--- src/rtl/regfile_sb_pkg.sv ---
// Shared defaults and address type for the scoreboarded register file.
package regfile_sb_pkg;

    localparam int WIDTH_DEF  = 32;
    localparam int NREGS_DEF  = 16;
    localparam int PC_IDX_DEF = 15;
    localparam int AW_DEF     = $clog2(NREGS_DEF);

    typedef logic [AW_DEF-1:0] reg_addr_t;

endpackage

--- src/rtl/regfile_sb_score.sv ---
// Load scoreboard: one pending bit per register, and the read-port stall built from it.
module regfile_sb_score
    import regfile_sb_pkg::*;
#(
    parameter int NREGS  = NREGS_DEF,
    parameter int PC_IDX = PC_IDX_DEF,
    parameter int AW     = $clog2(NREGS)
)(
    input  logic          clk,
    input  logic          reset,
    input  logic          iss_v,
    input  logic [AW-1:0] iss_rd,
    input  logic          web,
    input  logic [AW-1:0] wab,
    input  logic [AW-1:0] ra1,
    input  logic [AW-1:0] ra2,
    input  logic [AW-1:0] ra3,
    output logic          stall
);

    localparam int NSLOT = 1 << AW;

    logic [NREGS-1:0] pend_q, pend_d;
    logic [NSLOT-1:0] pend_pad;

    // Clear first so a same-edge issue to the written register keeps the newer load pending.
    always_comb begin
        pend_d = pend_q;
        for (int i = 0; i < NREGS; i++) begin
            if (i != PC_IDX) begin
                if (web && wab == AW'(i))
                    pend_d[i] = 1'b0;
                if (iss_v && iss_rd == AW'(i))
                    pend_d[i] = 1'b1;
            end
        end
    end

    always_ff @(posedge clk or posedge reset) begin
        if (reset)
            pend_q <= '0;
        else
            pend_q <= pend_d;
    end

    always_comb begin
        pend_pad = '0;
        pend_pad[NREGS-1:0] = pend_q;
    end

    always_comb begin
        stall = 1'b0;
        if (pend_pad[ra1] && !(web && wab == ra1)) stall = 1'b1;
        if (pend_pad[ra2] && !(web && wab == ra2)) stall = 1'b1;
        if (pend_pad[ra3] && !(web && wab == ra3)) stall = 1'b1;
    end

endmodule

--- src/rtl/regfile_sb.sv ---
// Three-read, two-write register file with PC alias, write-through bypass and load scoreboard.
module regfile_sb
    import regfile_sb_pkg::*;
#(
    parameter int WIDTH  = WIDTH_DEF,
    parameter int NREGS  = NREGS_DEF,
    parameter int PC_IDX = PC_IDX_DEF,
    localparam int AW    = $clog2(NREGS)
)(
    input  logic             clk,
    input  logic             reset,
    input  logic [AW-1:0]    ra1,
    input  logic [AW-1:0]    ra2,
    input  logic [AW-1:0]    ra3,
    output logic [WIDTH-1:0] rd1,
    output logic [WIDTH-1:0] rd2,
    output logic [WIDTH-1:0] rd3,
    input  logic [WIDTH-1:0] r15,
    input  logic             wea,
    input  logic [AW-1:0]    waa,
    input  logic [WIDTH-1:0] wda,
    input  logic             web,
    input  logic [AW-1:0]    wab,
    input  logic [WIDTH-1:0] wdb,
    input  logic             iss_v,
    input  logic [AW-1:0]    iss_rd,
    output logic             stall,
    output logic             wcoll
);

    localparam int            NSLOT = 1 << AW;
    localparam logic [AW-1:0] PC_A  = AW'(PC_IDX);

    logic [NSLOT-1:0] wr_ok;
    logic [WIDTH-1:0] rf_val [NSLOT];

    // Slots past NREGS and the PC alias get no flops; they read as 0 and swallow writes.
    for (genvar g = 0; g < NSLOT; g++) begin : g_reg
        if (g < NREGS && g != PC_IDX) begin : g_store
            logic [WIDTH-1:0] q_q, q_d;
            always_comb begin
                q_d = q_q;
                if (wea && waa == AW'(g))
                    q_d = wda;
                else if (web && wab == AW'(g))
                    q_d = wdb;
            end
            always_ff @(posedge clk or posedge reset) begin
                if (reset)
                    q_q <= '0;
                else
                    q_q <= q_d;
            end
            assign rf_val[g] = q_q;
            assign wr_ok[g]  = 1'b1;
        end else begin : g_none
            assign rf_val[g] = '0;
            assign wr_ok[g]  = 1'b0;
        end
    end

    logic [AW-1:0]    ra_a [3];
    logic [WIDTH-1:0] rd_a [3];

    assign ra_a[0] = ra1;
    assign ra_a[1] = ra2;
    assign ra_a[2] = ra3;

    always_comb begin
        for (int p = 0; p < 3; p++) begin
            rd_a[p] = '0;
            if (ra_a[p] == PC_A)
                rd_a[p] = r15;
            else if (!wr_ok[ra_a[p]])
                rd_a[p] = '0;
            else if (wea && waa == ra_a[p])
                rd_a[p] = wda;
            else if (web && wab == ra_a[p])
                rd_a[p] = wdb;
            else
                rd_a[p] = rf_val[ra_a[p]];
        end
    end

    assign rd1 = rd_a[0];
    assign rd2 = rd_a[1];
    assign rd3 = rd_a[2];

    logic wcoll_q, wcoll_d;

    assign wcoll_d = wea && web && (waa == wab) && wr_ok[waa];

    always_ff @(posedge clk or posedge reset) begin
        if (reset)
            wcoll_q <= 1'b0;
        else
            wcoll_q <= wcoll_d;
    end

    assign wcoll = wcoll_q;

    regfile_sb_score #(
        .NREGS  (NREGS),
        .PC_IDX (PC_IDX),
        .AW     (AW)
    ) u_score (
        .clk    (clk),
        .reset  (reset),
        .iss_v  (iss_v),
        .iss_rd (iss_rd),
        .web    (web),
        .wab    (wab),
        .ra1    (ra1),
        .ra2    (ra2),
        .ra3    (ra3),
        .stall  (stall)
    );

endmodule

--- config.mk ---
export PLATFORM = sky130hd
export DESIGN_NAME = regfile_sb
export DESIGN_NICKNAME = d
export VERILOG_FILES = /design/src/rtl/regfile_sb_pkg.sv /design/src/rtl/regfile_sb_score.sv /design/src/rtl/regfile_sb.sv
export SDC_FILE = /design/constraint.sdc
export NUM_CORES = 2
export LEC_CHECK = 0
export BUFFER_PORTS_ARGS = -buffer_cell sky130_fd_sc_hd__buf_2
export CAP_MARGIN = 25
export CORE_UTILIZATION = 41
export DETAILED_ROUTE_END_ITERATION = 12
export GPL_TIMING_DRIVEN = 0
export PLACE_DENSITY_LB_ADDON = 0.08
export SETUP_SLACK_MARGIN = 0.2
export SLEW_MARGIN = 25
export SYNTH_ARGS = -nofsm -noshare
export SYNTH_HDL_FRONTEND = slang
export SYNTH_SLANG_ARGS = --single-unit
--- constraint.sdc ---
create_clock -name clk -period 22.3 [get_ports clk]
set_input_delay 6.69 -clock clk [delete_from_list [all_inputs] [get_ports clk]]
set_output_delay 6.69 -clock clk [all_outputs]
set_load 0.005 [all_outputs]
# == Word-level counts from Yosys, hierarchy flattened ==
# Memories as Yosys holds them, arrays and structs flattened.
# Cells that the tools add are included.
# totals
ff_bits,496
rom_bits,64
inputBits,125
word_cells,284
memories,4
# op_classes
order_cmp,7
eq_ne,52
n_mux,94
bitwise_logic,3
n_reduce_logical,93
# memory_table
name,depth,width,read_ports,rd_ports_with_merged_regs,write_ports,line_no,text
(name not given),16,1,1,0,0,regfile_sb.sv:91,assign wcoll_d = wea && web && (waa == wab) && wr_ok[waa];
(name not given),16,1,1,0,0,regfile_sb.sv:74,else if (!wr_ok[ra_a[p]])
(name not given),16,1,1,0,0,regfile_sb.sv:74,
(name not given),16,1,1,0,0,regfile_sb.sv:74,
# op_table
op,n
$mux W32,48
$bmux W32 S4,3
$eq A4 B4 Y1 const B,24
$reduce_bool A2 Y1,30
$logic_and A1 B1 Y1,57
$eq A4 B3 Y1 const B,12
$mux W1,40
$eq A4 B4 Y1,7
$eq A4 B2 Y1 const B,6
$lt A4 B5 Y1 const B,4
$ge A5 B5 Y1 const B,3
$not A4 Y5,3
$bmux W1 S4,3
$eq A4 B1 Y1 const B,3
$logic_not A4 Y1,3
$logic_not A1 Y1,3

# == Longest topological paths before layout ==
# logic_depth
ltp_word,8
depth_mapped,10
depth_no_buf,5

# == Cells and area by module ==
# From an unflattened synthesis, not the netlist that was laid out.
# unflattened
cells_unflattened,3880
area_unflattened_um2,38288.0
# modules_own_cells
mod,instances,cells_each,area_each_um2,seq_area_each_um2
regfile_sb,1,3760,37094.3,12036.5
regfile_sb_score,1,120,1193.6,375.4

# == Least setup slack after synthesis ==
# No wires, ideal clock.
# synth_timing
path_kind,in2out
start,in ra1[1]
end,out rd1[10]
arrival_time_ns,8.392
slack_ns,7.218
stages,7
cell_sequence,buf_2 -> buf_4 -> buf_1 -> mux4_2 -> mux4_2 -> a211oi_1 -> a21oi_1
# synth_between
elab_chain_cells,8
word_cells_on_any_way,15
# synth_lines
element,line_no,text
"start, declared",regfile_sb.sv:12,"input logic [AW-1:0] ra1,"
$not A4 Y5 (not written as such),regfile_sb.sv:81,rd_a[p] = rf_val[ra_a[p]];
$bmux W32 S4,regfile_sb.sv:81,
$mux W32 (not written as such) (2 in a row),regfile_sb.sv:81,
$mux W32,regfile_sb.sv:78,else if (web && wab == ra_a[p])
$mux W32,regfile_sb.sv:76,else if (wea && waa == ra_a[p])
$mux W32,regfile_sb.sv:74,
$mux W32 (*),regfile_sb.sv:72,if (ra_a[p] == PC_A)
"end, declared",regfile_sb.sv:15,"output logic [WIDTH-1:0] rd1,"
# Mark *: on every way between the ends. The rest lies on a longest branch, timed or not. The select of a mux whose other input is x is not followed.

# == Worst setup path after layout ==
# layout_timing
start,in ra1[3]
end,out rd1[13]
# Same word-level chain as after synthesis.

==> impl_metrics.json <==
{
  "status": "completed",
  "hold_path.class": "flip-flop to flip-flop",
  "syn2layout_area_growth_pct": 14.4,
  "finish.utilization_pct": 47.7,
  "fin_cells": 5524,
  "cts-buffers-inserted": 67,
  "ant_nets": 0,
  "hold_viol": 0,
  "die_w_um": 308,
  "yosysSeqAreaShare_pct": 32.3,
  "netlist.area_leader.share_pct": 32.3,
  "post-route-period-util_pct": 81.0,
  "drt_wl_total_um": 285000,
  "power_frac_comb_pct": 34.1,
  "cts-root-buf": "clkbuf_16",
  "endpoint_kind": "output port",
  "p_leak_nw": 17.9,
  "nets": 4327,
  "cts_tree": "built",
  "async_flop_share_pct": 100,
  "place_congestion": 1.14,
  "synth_edf_count": 0,
  "hold_depth": 1,
  "power_frac_seq_pct": 36.0,
  "io_pins": 223,
  "cts_setup_buffers": 0,
  "holdWs_ns": 0.547,
  "grt_first_pass_wirelength_um": 365000,
  "setup_violations": 0,
  "p_sw_share_pct": 39.0,
  "core_mm2": 0.0924,
  "ir_drop_uv": 64.7,
  "dp_slack_ns": 4.91,
  "cp_max_fo": 10,
  "start_util_pct": 41.6,
  "reg2regPathDepth": 2,
  "drt_iter0_drc": 8374,
  "post_drt_wl_per_cell_um": 51.5,
  "p_sw_mw": 1.52,
  "ys_top_cells_by_count": "564 x mux2i_1, 496 x dfrtp_1, 449 x nor2_1, 425 x a21oi_1, 338 x mux4_2",
  "die_y_um": 308,
  "hold_end": "u_score.pend_pad[1]$_DFFE_PP0P_",
  "ys_types": 60,
  "yosysMostFrequentCell": "mux2i_1",
  "placed_area_mm2": 0.0416,
  "synth_nets": 4070,
  "setup_ws_ns": 4.25,
  "drc": 0,
  "wl_met2_um": 103000,
  "cp-start-kind": "primary input",
  "drive_gt1_share_pct": 22.1,
  "wl_met3_um": 52400,
  "clock_path_buffers": 3,
  "worst_pin_slew_ns": 1.41,
  "htreeDepth": 3,
  "rrSetupSlack_ns": 21.32,
  "critical_path_class": "primary input to output port",
  "clk_pin_slew_worst_paths_ns": 0.05,
  "powerDensity_mw_per_mm2": 88.8,
  "insertion_delay_ns": 0.71,
  "antenna_found_initial": 37,
  "synth.cell_area_mm2": 0.0385,
  "synth_largest_area_cell": "dfrtp_1",
  "grtUsageTotal_pct": 59.1,
  "portBuffers": 153,
  "cts_hold_buf": 0,
  "synth_ff_type": "dfrtp_1",
  "cp.arrival_ns": 11.36,
  "rows": 111,
  "grt_pass1_vias": 38332,
  "wirelength_met1_um": 98600,
  "vias": 42433,
  "fin_skew_ns": 0,
  "cts_resized": 0,
  "max_freq_mhz": 55.4,
  "synth-warning-count": 0,
  "first_pass_iters": 12,
  "dieArea_mm2": 0.0950,
  "synth_cells": 3945,
  "gr-total-overflow": 0,
  "reg2reg_from": "g_reg[9].g_store.q_q[13]$_DFFE_PP0P_",
  "place_inst": 5374,
  "period_minus_slack_ns": 18.05,
  "max-slew-margin-rel_pct": 6.15,
  "final_cell_area_mm2": 0.0440,
  "timing.rr.end": "g_reg[9].g_store.q_q[13]$_DFFE_PP0P_",
  "rsz0062_at_grt": "false",
  "viasPerCell": 7.68,
  "maxCapViolCount": 0,
  "hpwl_um": 192000,
  "avgSynthCellArea_um2": 9.75,
  "synthTopCellsByArea": "dfrtp_1 32%, mux4_2 20%, mux2i_1 15%",
  "holdCritStartpoint": "u_score.pend_pad[1]$_DFFE_PP0P_",
  "top_layer": "met5",
  "p_int_mw": 2.38,
  "maxSlewViolCount": 0,
  "cts.sinks": 496,
  "synth_seq_cells": 496,
  "required_ns": 15.61,
  "grt_start_max_net_pins": 87,
  "n_fill_cell": 8985,
  "clkPwrFrac_pct": 29.9
}
[area by class of cell]
cell class	count	area [um^2]	share of cell area [%]
repair buffers	188	1450	3.29
multi-input cells	2901	23700	53.9
inverters	54	210	0.478
clock buffers	99	1990	4.52
plain buffers	494	2340	5.31
well taps	1243	1560	3.53
clock inverters	22	267	0.605
flip-flops and latches	496	12400	28.2
diodes	27	67.6	0.154
[kinds of logic after synthesis]
| group | synth area share, % |
|---|---|
| flip-flops | 32.3 |
| AO/OA/AOI/OAI | 15.3 |
| XOR/XNOR | 0.634 |
| AND/OR/NAND/NOR | 10.9 |
| multiplexers | 34.7 |
| buffers and inverters | 6.24 |
[state kept, by name (all words and copies together) (netlist names)]
name              cells
u_score.pend_pad     15
g.g_store.q_q       480
wcoll                 1
[per-layer routing]
layer / vias to the layer above / GRT usage (%)
met4: 44 / 46.3
li1: 15178 / -
met3: 1430 / 39.2
met1: 21054 / 69.1
met5: - / 8.89
met2: 4727 / 73.5
[worst max-delay path, cell delays in order]
cell       delay [ns]
clkbuf_1         0.60
xor2_1           0.16
nor3_2           1.06
and2_1           0.24
buf_2            0.43
clkbuf_1         0.88
a21o_1           0.27
a2bb2oi_1        0.74
buf_2            0.25
[power groups by stage]
stage / Sequential (mW) / Combinational [mW] / Clock, mW
2_1_floorplan: 1.29 / 0.816 / 0
3_5_place_dp: 1.40 / 1.25 / 0
5_1_grt: 1.42 / 1.36 / 1.18
6_report: 1.41 / 1.33 / 1.17
4_1_cts: 1.38 / 1.25 / 1.15
3_3_place_gp: 1.40 / 1.22 / 0
[how the worst max path moves through the flow]
stage                      start                                    to  depth (start not counted)
after CTS                 ra1[3]                               rd1[13]                          9
after global placement     reset  g_reg[5].g_store.q_q[25]$_DFFE_PP0P_                          2
after global routing      ra1[3]                               rd1[13]                          9
after detailed placement  ra1[3]                               rd1[13]                          9
after floorplan            reset   g_reg[0].g_store.q_q[0]$_DFFE_PP0P_                          1
final                     ra1[3]                               rd1[13]                          9
[per-stage QoR]
step	TNS, ns	total power [mW]
floorplan	0	2.11
global placement	-2887.33	2.62
detailed placement	0	2.64
CTS	0	3.78
global route	0	3.96
finish	0	3.91
[cells in the final DEF, fill, tap and decap left out, drive strengths merged, types with 54 or more instances in the layout]
master    n
a21oi   425
buf     411
clkbuf  370
dfrtp   496
inv      54
mux2i   564
mux4    338
nand2   298
nor2    450
nor3     75
o21ai   270
Note: power is estimated with default switching activity, not from simulation.
